### src/rtl/ifu_pkg.sv
// rtl/ifu_pkg.sv - shared constants and fetch entry layout for the instruction fetch unit
//
// Purpose : default architectural width, reset fetch address and the layout of one
//           buffered fetch entry {pc, inst, err} as it travels through the prefetch FIFO.
// Ports   : none (package).
package ifu_pkg;

    localparam int              XLEN     = 32;
    localparam logic [XLEN-1:0] RESET_PC = 32'h8000_0000;

    // Entry layout at the default width; the top packs the same fields in this order.
    typedef struct packed {
        logic [XLEN-1:0] pc;
        logic [XLEN-1:0] inst;
        logic            err;
    } fetch_entry_t;

endpackage

### src/rtl/ifu_prefetch_if.sv
// rtl/ifu_prefetch_if.sv - redirect, memory bus and decode-side handshake bundle
//
// Purpose : groups every handshake signal of the prefetch unit.
// Signals : redirect_valid/redirect_pc   EXU flush and new fetch PC
//           mem_req_valid/ready/addr      word fetch request channel
//           mem_rsp_valid/data/err        in-order response channel (always accepted)
//           out_valid/ready/pc/inst/err   buffered instruction towards the IDU
// Modports: master = fetch unit, slave = its environment (EXU, memory, IDU).
interface ifu_prefetch_if
    import ifu_pkg::*;
#(
    parameter int XLEN = ifu_pkg::XLEN
) ();

    logic            redirect_valid;
    logic [XLEN-1:0] redirect_pc;
    logic            mem_req_valid;
    logic            mem_req_ready;
    logic [XLEN-1:0] mem_req_addr;
    logic            mem_rsp_valid;
    logic [XLEN-1:0] mem_rsp_data;
    logic            mem_rsp_err;
    logic            out_valid;
    logic            out_ready;
    logic [XLEN-1:0] out_pc;
    logic [XLEN-1:0] out_inst;
    logic            out_err;

    modport master (
        input  redirect_valid, redirect_pc,
        input  mem_req_ready, mem_rsp_valid, mem_rsp_data, mem_rsp_err,
        input  out_ready,
        output mem_req_valid, mem_req_addr,
        output out_valid, out_pc, out_inst, out_err
    );

    modport slave (
        output redirect_valid, redirect_pc,
        output mem_req_ready, mem_rsp_valid, mem_rsp_data, mem_rsp_err,
        output out_ready,
        input  mem_req_valid, mem_req_addr,
        input  out_valid, out_pc, out_inst, out_err
    );

endinterface

### src/rtl/ifu_fifo.sv
// rtl/ifu_fifo.sv - shift-register FIFO with flush, occupancy count and registered head
//
// Purpose : buffers fetch entries; entry 0 is always the head, so the head is a flop.
// Ports   : clk, rst          clock, asynchronous active-high reset
//           flush             drop every entry (wins over push and pop)
//           push, din         write one entry
//           pop               remove the head (ignored when empty)
//           count             number of valid entries
//           head_valid, head  registered head entry
module ifu_fifo #(
    parameter int WIDTH = 8,
    parameter int DEPTH = 4,
    localparam int CW   = $clog2(DEPTH + 1)
) (
    input  logic             clk,
    input  logic             rst,
    input  logic             flush,
    input  logic             push,
    input  logic [WIDTH-1:0] din,
    input  logic             pop,
    output logic [CW-1:0]    count,
    output logic             head_valid,
    output logic [WIDTH-1:0] head
);

    logic [WIDTH-1:0] slots [DEPTH];
    logic             do_pop;
    logic             do_push;
    logic [CW-1:0]    wr_idx;

    assign do_pop  = pop && (count != '0);
    // A push into a full FIFO is only legal when the head leaves in the same cycle.
    assign do_push = push && (do_pop || (count != CW'(DEPTH)));
    // On a simultaneous pop the tail moves down one slot before the write lands.
    assign wr_idx  = do_pop ? (count - CW'(1)) : count;

    always_ff @(posedge clk or posedge rst) begin
        if (rst) begin
            count <= '0;
            for (int i = 0; i < DEPTH; i++) begin
                slots[i] <= '0;
            end
        end else if (flush) begin
            count <= '0;
        end else begin
            if (do_pop) begin
                for (int i = 0; i < DEPTH - 1; i++) begin
                    slots[i] <= slots[i + 1];
                end
            end
            if (do_push) begin
                for (int i = 0; i < DEPTH; i++) begin
                    if (CW'(i) == wr_idx) begin
                        slots[i] <= din;
                    end
                end
            end
            count <= count + CW'(do_push) - CW'(do_pop);
        end
    end

    assign head       = slots[0];
    assign head_valid = (count != '0);

endmodule

### src/rtl/ifu_prefetch.sv
// rtl/ifu_prefetch.sv - sequential instruction prefetcher with redirect flush
//
// Purpose : issues word fetches from fetch_pc, keeps at most MAX_OUT requests in
//           flight, buffers responses in a DEPTH-entry FIFO and presents {pc,inst,err}
//           to the decoder. A redirect flushes the FIFO and marks every in-flight
//           response as stale.
// Ports   : clk   clock, rising edge
//           rst   asynchronous active-high reset
//           bus   ifu_prefetch_if.master (redirect, memory request/response, output)
module ifu_prefetch
    import ifu_pkg::*;
#(
    parameter int              XLEN     = ifu_pkg::XLEN,
    parameter int              DEPTH    = 4,
    parameter int              MAX_OUT  = 2,
    parameter logic [XLEN-1:0] RESET_PC = ifu_pkg::RESET_PC
) (
    input  logic           clk,
    input  logic           rst,
    ifu_prefetch_if.master bus
);

    localparam int OW = $clog2(MAX_OUT + 1);
    localparam int CW = $clog2(DEPTH + 1);
    localparam int SW = CW + 1;
    localparam int EW = 2 * XLEN + 1;

    logic [XLEN-1:0] fetch_pc;
    logic [XLEN-1:0] rsp_pc;
    logic [XLEN-1:0] redirect_base;
    logic [OW-1:0]   outstanding;
    logic [OW-1:0]   outstanding_next;
    logic [OW-1:0]   drop;
    logic [CW-1:0]   fifo_count;
    logic [SW-1:0]   in_use;
    logic            req_fire;
    logic            rsp_fire;
    logic            push;
    logic            pop;
    logic            head_valid;
    logic [EW-1:0]   head;

    assign redirect_base = bus.redirect_pc & ~XLEN'(3);

    // Buffered plus in-flight entries; stale responses still hold a slot until they return.
    assign in_use = SW'(fifo_count) + SW'(outstanding);

    // Only reserves space that is guaranteed free, so no response ever needs back-pressure.
    // The operands only grow on an accepted request, so valid holds until ready.
    assign bus.mem_req_valid = !rst && !bus.redirect_valid &&
                               (outstanding < OW'(MAX_OUT)) && (in_use < SW'(DEPTH));
    assign bus.mem_req_addr  = fetch_pc;

    assign req_fire = bus.mem_req_valid && bus.mem_req_ready;
    assign rsp_fire = bus.mem_rsp_valid;
    assign outstanding_next = outstanding + OW'(req_fire) - OW'(rsp_fire);

    assign push = rsp_fire && (drop == '0) && !bus.redirect_valid;
    assign pop  = head_valid && bus.out_ready;

    ifu_fifo #(
        .WIDTH (EW),
        .DEPTH (DEPTH)
    ) u_fifo (
        .clk        (clk),
        .rst        (rst),
        .flush      (bus.redirect_valid),
        .push       (push),
        .din        ({rsp_pc, bus.mem_rsp_data, bus.mem_rsp_err}),
        .pop        (pop),
        .count      (fifo_count),
        .head_valid (head_valid),
        .head       (head)
    );

    assign bus.out_valid = head_valid;
    assign bus.out_pc    = head[EW-1 -: XLEN];
    assign bus.out_inst  = head[XLEN -: XLEN];
    assign bus.out_err   = head[0];

    always_ff @(posedge clk or posedge rst) begin
        if (rst) begin
            fetch_pc    <= RESET_PC;
            rsp_pc      <= RESET_PC;
            outstanding <= '0;
            drop        <= '0;
        end else begin
            outstanding <= outstanding_next;
            if (bus.redirect_valid) begin
                fetch_pc <= redirect_base;
                rsp_pc   <= redirect_base;
                // Everything still in flight after this cycle belongs to the old stream.
                drop     <= outstanding_next;
            end else begin
                if (req_fire) begin
                    fetch_pc <= fetch_pc + XLEN'(4);
                end
                if (push) begin
                    rsp_pc <= rsp_pc + XLEN'(4);
                end
                if (rsp_fire && (drop != '0)) begin
                    drop <= drop - OW'(1);
                end
            end
        end
    end

    rsp_has_request: assert property (@(posedge clk) disable iff (rst)
        bus.mem_rsp_valid |-> (outstanding != '0));

endmodule

### src/flat_wrapper.sv
// flat-port wrapper written by rule: the top's interface ports become plain ports
module ifu_prefetch_flat import ifu_pkg::*;
#(
    parameter int              XLEN     = ifu_pkg::XLEN,
    parameter int              DEPTH    = 4,
    parameter int              MAX_OUT  = 2,
    parameter logic [XLEN-1:0] RESET_PC = ifu_pkg::RESET_PC
)
  (clk, rst, bus_redirect_valid, bus_redirect_pc, bus_mem_req_ready, bus_mem_rsp_valid, bus_mem_rsp_data, bus_mem_rsp_err, bus_out_ready, bus_mem_req_valid, bus_mem_req_addr, bus_out_valid, bus_out_pc, bus_out_inst, bus_out_err);
  ifu_prefetch_if #(.XLEN(XLEN)) bus_i ();
  input  logic clk;
  input  logic rst;
  input wire logic [$bits(bus_i.redirect_valid)-1:0] bus_redirect_valid;
  input wire logic [$bits(bus_i.redirect_pc)-1:0] bus_redirect_pc;
  input wire logic [$bits(bus_i.mem_req_ready)-1:0] bus_mem_req_ready;
  input wire logic [$bits(bus_i.mem_rsp_valid)-1:0] bus_mem_rsp_valid;
  input wire logic [$bits(bus_i.mem_rsp_data)-1:0] bus_mem_rsp_data;
  input wire logic [$bits(bus_i.mem_rsp_err)-1:0] bus_mem_rsp_err;
  input wire logic [$bits(bus_i.out_ready)-1:0] bus_out_ready;
  output wire logic [$bits(bus_i.mem_req_valid)-1:0] bus_mem_req_valid;
  output wire logic [$bits(bus_i.mem_req_addr)-1:0] bus_mem_req_addr;
  output wire logic [$bits(bus_i.out_valid)-1:0] bus_out_valid;
  output wire logic [$bits(bus_i.out_pc)-1:0] bus_out_pc;
  output wire logic [$bits(bus_i.out_inst)-1:0] bus_out_inst;
  output wire logic [$bits(bus_i.out_err)-1:0] bus_out_err;
  assign bus_i.redirect_valid = bus_redirect_valid;
  assign bus_i.redirect_pc = bus_redirect_pc;
  assign bus_i.mem_req_ready = bus_mem_req_ready;
  assign bus_i.mem_rsp_valid = bus_mem_rsp_valid;
  assign bus_i.mem_rsp_data = bus_mem_rsp_data;
  assign bus_i.mem_rsp_err = bus_mem_rsp_err;
  assign bus_i.out_ready = bus_out_ready;
  assign bus_mem_req_valid = bus_i.mem_req_valid;
  assign bus_mem_req_addr = bus_i.mem_req_addr;
  assign bus_out_valid = bus_i.out_valid;
  assign bus_out_pc = bus_i.out_pc;
  assign bus_out_inst = bus_i.out_inst;
  assign bus_out_err = bus_i.out_err;
  ifu_prefetch #(.XLEN(XLEN), .DEPTH(DEPTH), .MAX_OUT(MAX_OUT), .RESET_PC(RESET_PC)) u_core (.clk(clk), .rst(rst), .bus(bus_i));
endmodule
### config.mk
export PLATFORM = sky130hd
export DESIGN_NAME = ifu_prefetch_flat
export DESIGN_NICKNAME = d
export VERILOG_FILES = /design/src/rtl/ifu_pkg.sv /design/src/rtl/ifu_prefetch_if.sv /design/src/rtl/ifu_fifo.sv /design/src/rtl/ifu_prefetch.sv /design/src/flat_wrapper.sv
export SDC_FILE = /design/constraint.sdc
export NUM_CORES = 1
export LEC_CHECK = 0
export ABC_AREA = 0
export CAP_MARGIN = 10
export CORE_MARGIN = 5
export CORE_UTILIZATION = 37
export CTS_BUF_LIST = sky130_fd_sc_hd__clkbuf_4 sky130_fd_sc_hd__clkbuf_8
export CTS_CLUSTER_SIZE = 30
export DETAILED_ROUTE_END_ITERATION = 7
export SYNTH_ARGS = -nofsm -noshare
export SYNTH_HDL_FRONTEND = slang
export SYNTH_SLANG_ARGS = --single-unit
### constraint.sdc
create_clock -name clk -period 29.4 [get_ports clk]
set_input_delay 5.88 -clock clk [delete_from_list [all_inputs] [get_ports clk]]
set_output_delay 5.88 -clock clk [all_outputs]
set_load 0.005 [all_outputs]
==> impl_metrics.sql <==
INSERT INTO impl_metrics (metric_group, metric, value, unit) VALUES
('cts', 'clock-sinks', '325', ''),
('global_route', 'globalRouteOverflowTotal', '0', ''),
('place', 'dp_hpwl', '23400', 'um'),
('drt', 'detail-route-antenna-nets', '0', ''),
('timing', 'finalWorstPathRequiredPeriod', '14.16', 'ns'),
('drt', 'avgViaCountPerCell', '5.27', ''),
('drt', 'route.detailed.drc', '0', ''),
('logic_synthesis', 'postSynth.topFlopCell', 'sky130_fd_sc_hd__dfrtp_1', ''),
('pwr', 'power-per-cell-area', '85.3', 'mW/mm^2'),
('floorplanning', 'initial_standard_cell_utilization_of_the_core', '37.2', '%'),
('finish', 'fill_cells', '4004', ''),
('logic_synthesis', 'postSynthCellCount', '1701', ''),
('logic_synthesis', 'yosys_register_bits', '325', ''),
('finish', 'layout.cells.most_common_list', 'sky130_fd_sc_hd__nand2_1 (441), sky130_fd_sc_hd__dfrtp_1 (323), sky130_fd_sc_hd__nor2_1 (210)', ''),
('logic_synthesis', 'synth_area_per_cell', '9.12', 'sq um'),
('timing', 'worst_slew_margin_relative_to_its_limit', '24.7', '%'),
('cts', 'cts_setup_buffers', '0', ''),
('setup_path', 'critical_path_class', 'in -> out', ''),
('timing', 'fmax', '70.6', 'MHz'),
('setup_path', 'crit_arrival', '8.28', 'ns'),
('timing', 'timing.final.setup_violations', '0', ''),
('floorplanning', 'io-pin-count', '170', ''),
('pwr', 'irDropWorstVdd', '0.0000371', 'V'),
('floorplanning', 'placeableCoreArea', '0.0418', 'sq mm'),
('floorplanning', 'die-area', '0.0461', 'sq mm'),
('logic_synthesis', 'ys_seq_area_share', '52.4', '%'),
('cts', 'tritoncts', 'built', ''),
('cts', 'hold_buffers', '0', ''),
('drt', 'highest-signal-layer', 'met4', ''),
('run', 'drv.max_cap_violation_count', '0', ''),
('global_route', 'first_global_vias', '11900', ''),
('cts', 'worst_setup_hold_path_clk_slew', '0.06', 'ns'),
('logic_synthesis', 'yosys-mux-area-fraction', '5.14', '%'),
('setup_path', 'path_max_fanout', '63', ''),
('global_route', 'grt_start_max_net_pins', '193', ''),
('place', 'port-buffer-count', '165', ''),
('finish', 'post_route_cells_drive_above_1_share', '11.5', '%'),
('logic_synthesis', 'synth_top_family_by_area', 'simple AND/OR/NAND/NOR gates', ''),
('finish', 'final_core_utilization', '43.5', '%'),
('timing', 'tightest_slew', '1.13', 'ns'),
('drt', 'detailroute.wirelength.met2', '17000', 'um'),
('drt', 'vias', '12300', ''),
('cts', 'cts.root.buffer_cell', 'sky130_fd_sc_hd__clkbuf_8', ''),
('cts', 'htree_num_levels', '2', ''),
('finish', 'mostFrequentLayoutCell', 'sky130_fd_sc_hd__nand2_1', ''),
('place', 'detailedPlace.worstSlack', '15.20', 'ns'),
('logic_synthesis', 'mapped_area', '0.0155', 'sq mm'),
('cts', 'number_of_buffers_inserted_during_clock_tree_synthesis', '56', ''),
('timing', 'final-max-slew-violation-count', '0', ''),
('setup_path', 'crit_path_start_kind', 'primary input', ''),
('drt', 'routed_wl', '38500', 'um'),
('timing', 'period_share', '48.2', '%'),
('logic_synthesis', 'synthesis.yosys.warnings', '0', ''),
('drt', 'drt_pass1_iterations', '5', ''),
('logic_synthesis', 'post_synth_num_cell_types', '56', ''),
('finish', 'design.final.nets', '1826', ''),
('logic_synthesis', 'synth-compound-area-share', '11.6', '%'),
('finish', 'multi_input_comb_area', '0.00629', 'sq mm'),
('drt', 'initialDrtViolationCount', '956', ''),
('logic_synthesis', 'synth_edf_count', '0', ''),
('finish', 'layoutNonFillerInstCount', '2326', ''),
('cts', 'ctsResizeCount', '0', ''),
('outcome', 'outcome', 'finished, final reports clean', ''),
('finish', 'flow.area_growth_from_synthesis', '17.2', '%'),
('logic_synthesis', 'post_synth_adder_cell_area', '0.936', '%'),
('timing', 'final.setup.worst_slack', '15.24', 'ns'),
('cts', 'clock_network_latency_to_the_later_pin_of_the_worst_skew_pair', '0.64', 'ns'),
('floorplanning', 'fp.dieW', '215', 'um'),
('timing', 'final_sum_of_negative_setup_slack', '0', 'ns'),
('place', 'dpl.cell_count', '2225', ''),
('setup_path', 'critical_path_required', '23.52', 'ns');
-- kinds of logic (layout without fill, tap and decap cells) --
family / after synthesis / after routing
simple gates: 763 / 763
flops: 325 / 325
compound gates: 283 / 283
buf+inv: 210 / 295
mux: 71 / 71
xor+xnor: 37 / 37
fa+ha+maj: 11 / 11
other cells: 1 / 2
-- report_power, final --
group	total [mW]	switching, mW	internal (mW)
sequential	0.697	0.0958	0.601
clock	0.452	0.186	0.266
combinational	0.402	0.193	0.209
total	1.55	0.475	1.08
-- final timing paths --
check,start,end,slack [ns],cells after the start
setup / recovery,bus_redirect_valid,bus_mem_req_valid,15.24,5
hold / removal,u_core.u_fifo.slots[44]$_DFFE_PP0P_,u_core.u_fifo.slots[109]$_DFFE_PP0N_,0.50,2
setup reg to reg,u_core.u_fifo.count[0]$_DFF_PP0_,u_core.u_fifo.slots[139]$_DFFE_PP0N_,25.48,10
hold reg to reg,u_core.u_fifo.slots[44]$_DFFE_PP0P_,u_core.u_fifo.slots[109]$_DFFE_PP0N_,0.50,2
max in group asynchronous,rst,u_core.u_fifo.slots[22]$_DFFE_PP0P_,21.94,3
min in group asynchronous,rst,u_core.bus.mem_req_addr[3]$_DFFE_PP0P_,5.86,2
-- worst max-delay path, stage by stage --
cell and delay [ns]:
sky130_fd_sc_hd__buf_2 0.08, sky130_fd_sc_hd__buf_4 0.50, sky130_fd_sc_hd__clkinv_1 0.91, sky130_fd_sc_hd__and3_1 0.43
sky130_fd_sc_hd__clkdlybuf4s50_1 0.45
-- per-stage QoR --
| step | instance area [sq um] | hold slack, ns |
|---|---|---|
| final | 18200 | 0.501 |
| after detailed placement | 16900 | 0.493 |
| after CTS | 18200 | 0.506 |
| after global placement | 16900 | 0.485 |
| after floorplan | 15500 | 0.477 |
| after global routing | 18200 | 0.512 |
-- layout make-up --
cell class                      count  area share, %
Multi-Input combinational cell   1167           34.6
Inverter                           17          0.392
Clock buffer                       94           6.43
Timing Repair Buffer              177           9.62
Tap cell                          539           3.71
Sequential cell                   325           44.8
Clock inverter                      7          0.496
-- flip-flops by register name, summed over array words and instances (netlist names) --
signal                   cells
u_core.drop                  2
u_core.u_fifo.head          65
u_core.outstanding           2
u_core.bus.mem_req_addr     30
u_core.u_fifo.slots        193
u_core.rsp_pc               30
u_core.u_fifo.count          3
-- cell usage after synthesis (6+ instances only) --
cell type	count	area [sq um]
sky130_fd_sc_hd__a21boi_0	8	60.1
sky130_fd_sc_hd__a21oi_1	6	30.0
sky130_fd_sc_hd__a31oi_1	195	1220
sky130_fd_sc_hd__and3_1	11	68.8
sky130_fd_sc_hd__and4_1	8	70.1
sky130_fd_sc_hd__buf_1	9	33.8
sky130_fd_sc_hd__buf_2	20	100
sky130_fd_sc_hd__buf_4	68	510
sky130_fd_sc_hd__buf_6	8	90.1
sky130_fd_sc_hd__clkbuf_1	84	315
sky130_fd_sc_hd__dfrtp_1	323	8080
sky130_fd_sc_hd__ha_1	10	125
sky130_fd_sc_hd__inv_1	14	52.6
sky130_fd_sc_hd__mux2_2	69	777
sky130_fd_sc_hd__nand2_1	442	1660
sky130_fd_sc_hd__nand3_1	30	150
sky130_fd_sc_hd__nand4_1	25	156
sky130_fd_sc_hd__nor2_1	211	792
sky130_fd_sc_hd__nor3_1	7	35.0
sky130_fd_sc_hd__o211ai_1	10	75.1
sky130_fd_sc_hd__o21ai_0	37	185
sky130_fd_sc_hd__o311ai_0	10	87.6
sky130_fd_sc_hd__xnor2_1	20	175
sky130_fd_sc_hd__xor2_1	17	149
-- metal layers --
| metal | track usage [%] | up-vias |
|---|---|---|
| li1 | - | 5821 |
| met1 | 24.0 | 5975 |
| met2 | 24.3 | 384 |
| met3 | 3.52 | 70 |
| met4 | 5.35 | 0 |
| met5 | 0 | - |
Note: power is estimated with default switching activity, not from simulation.
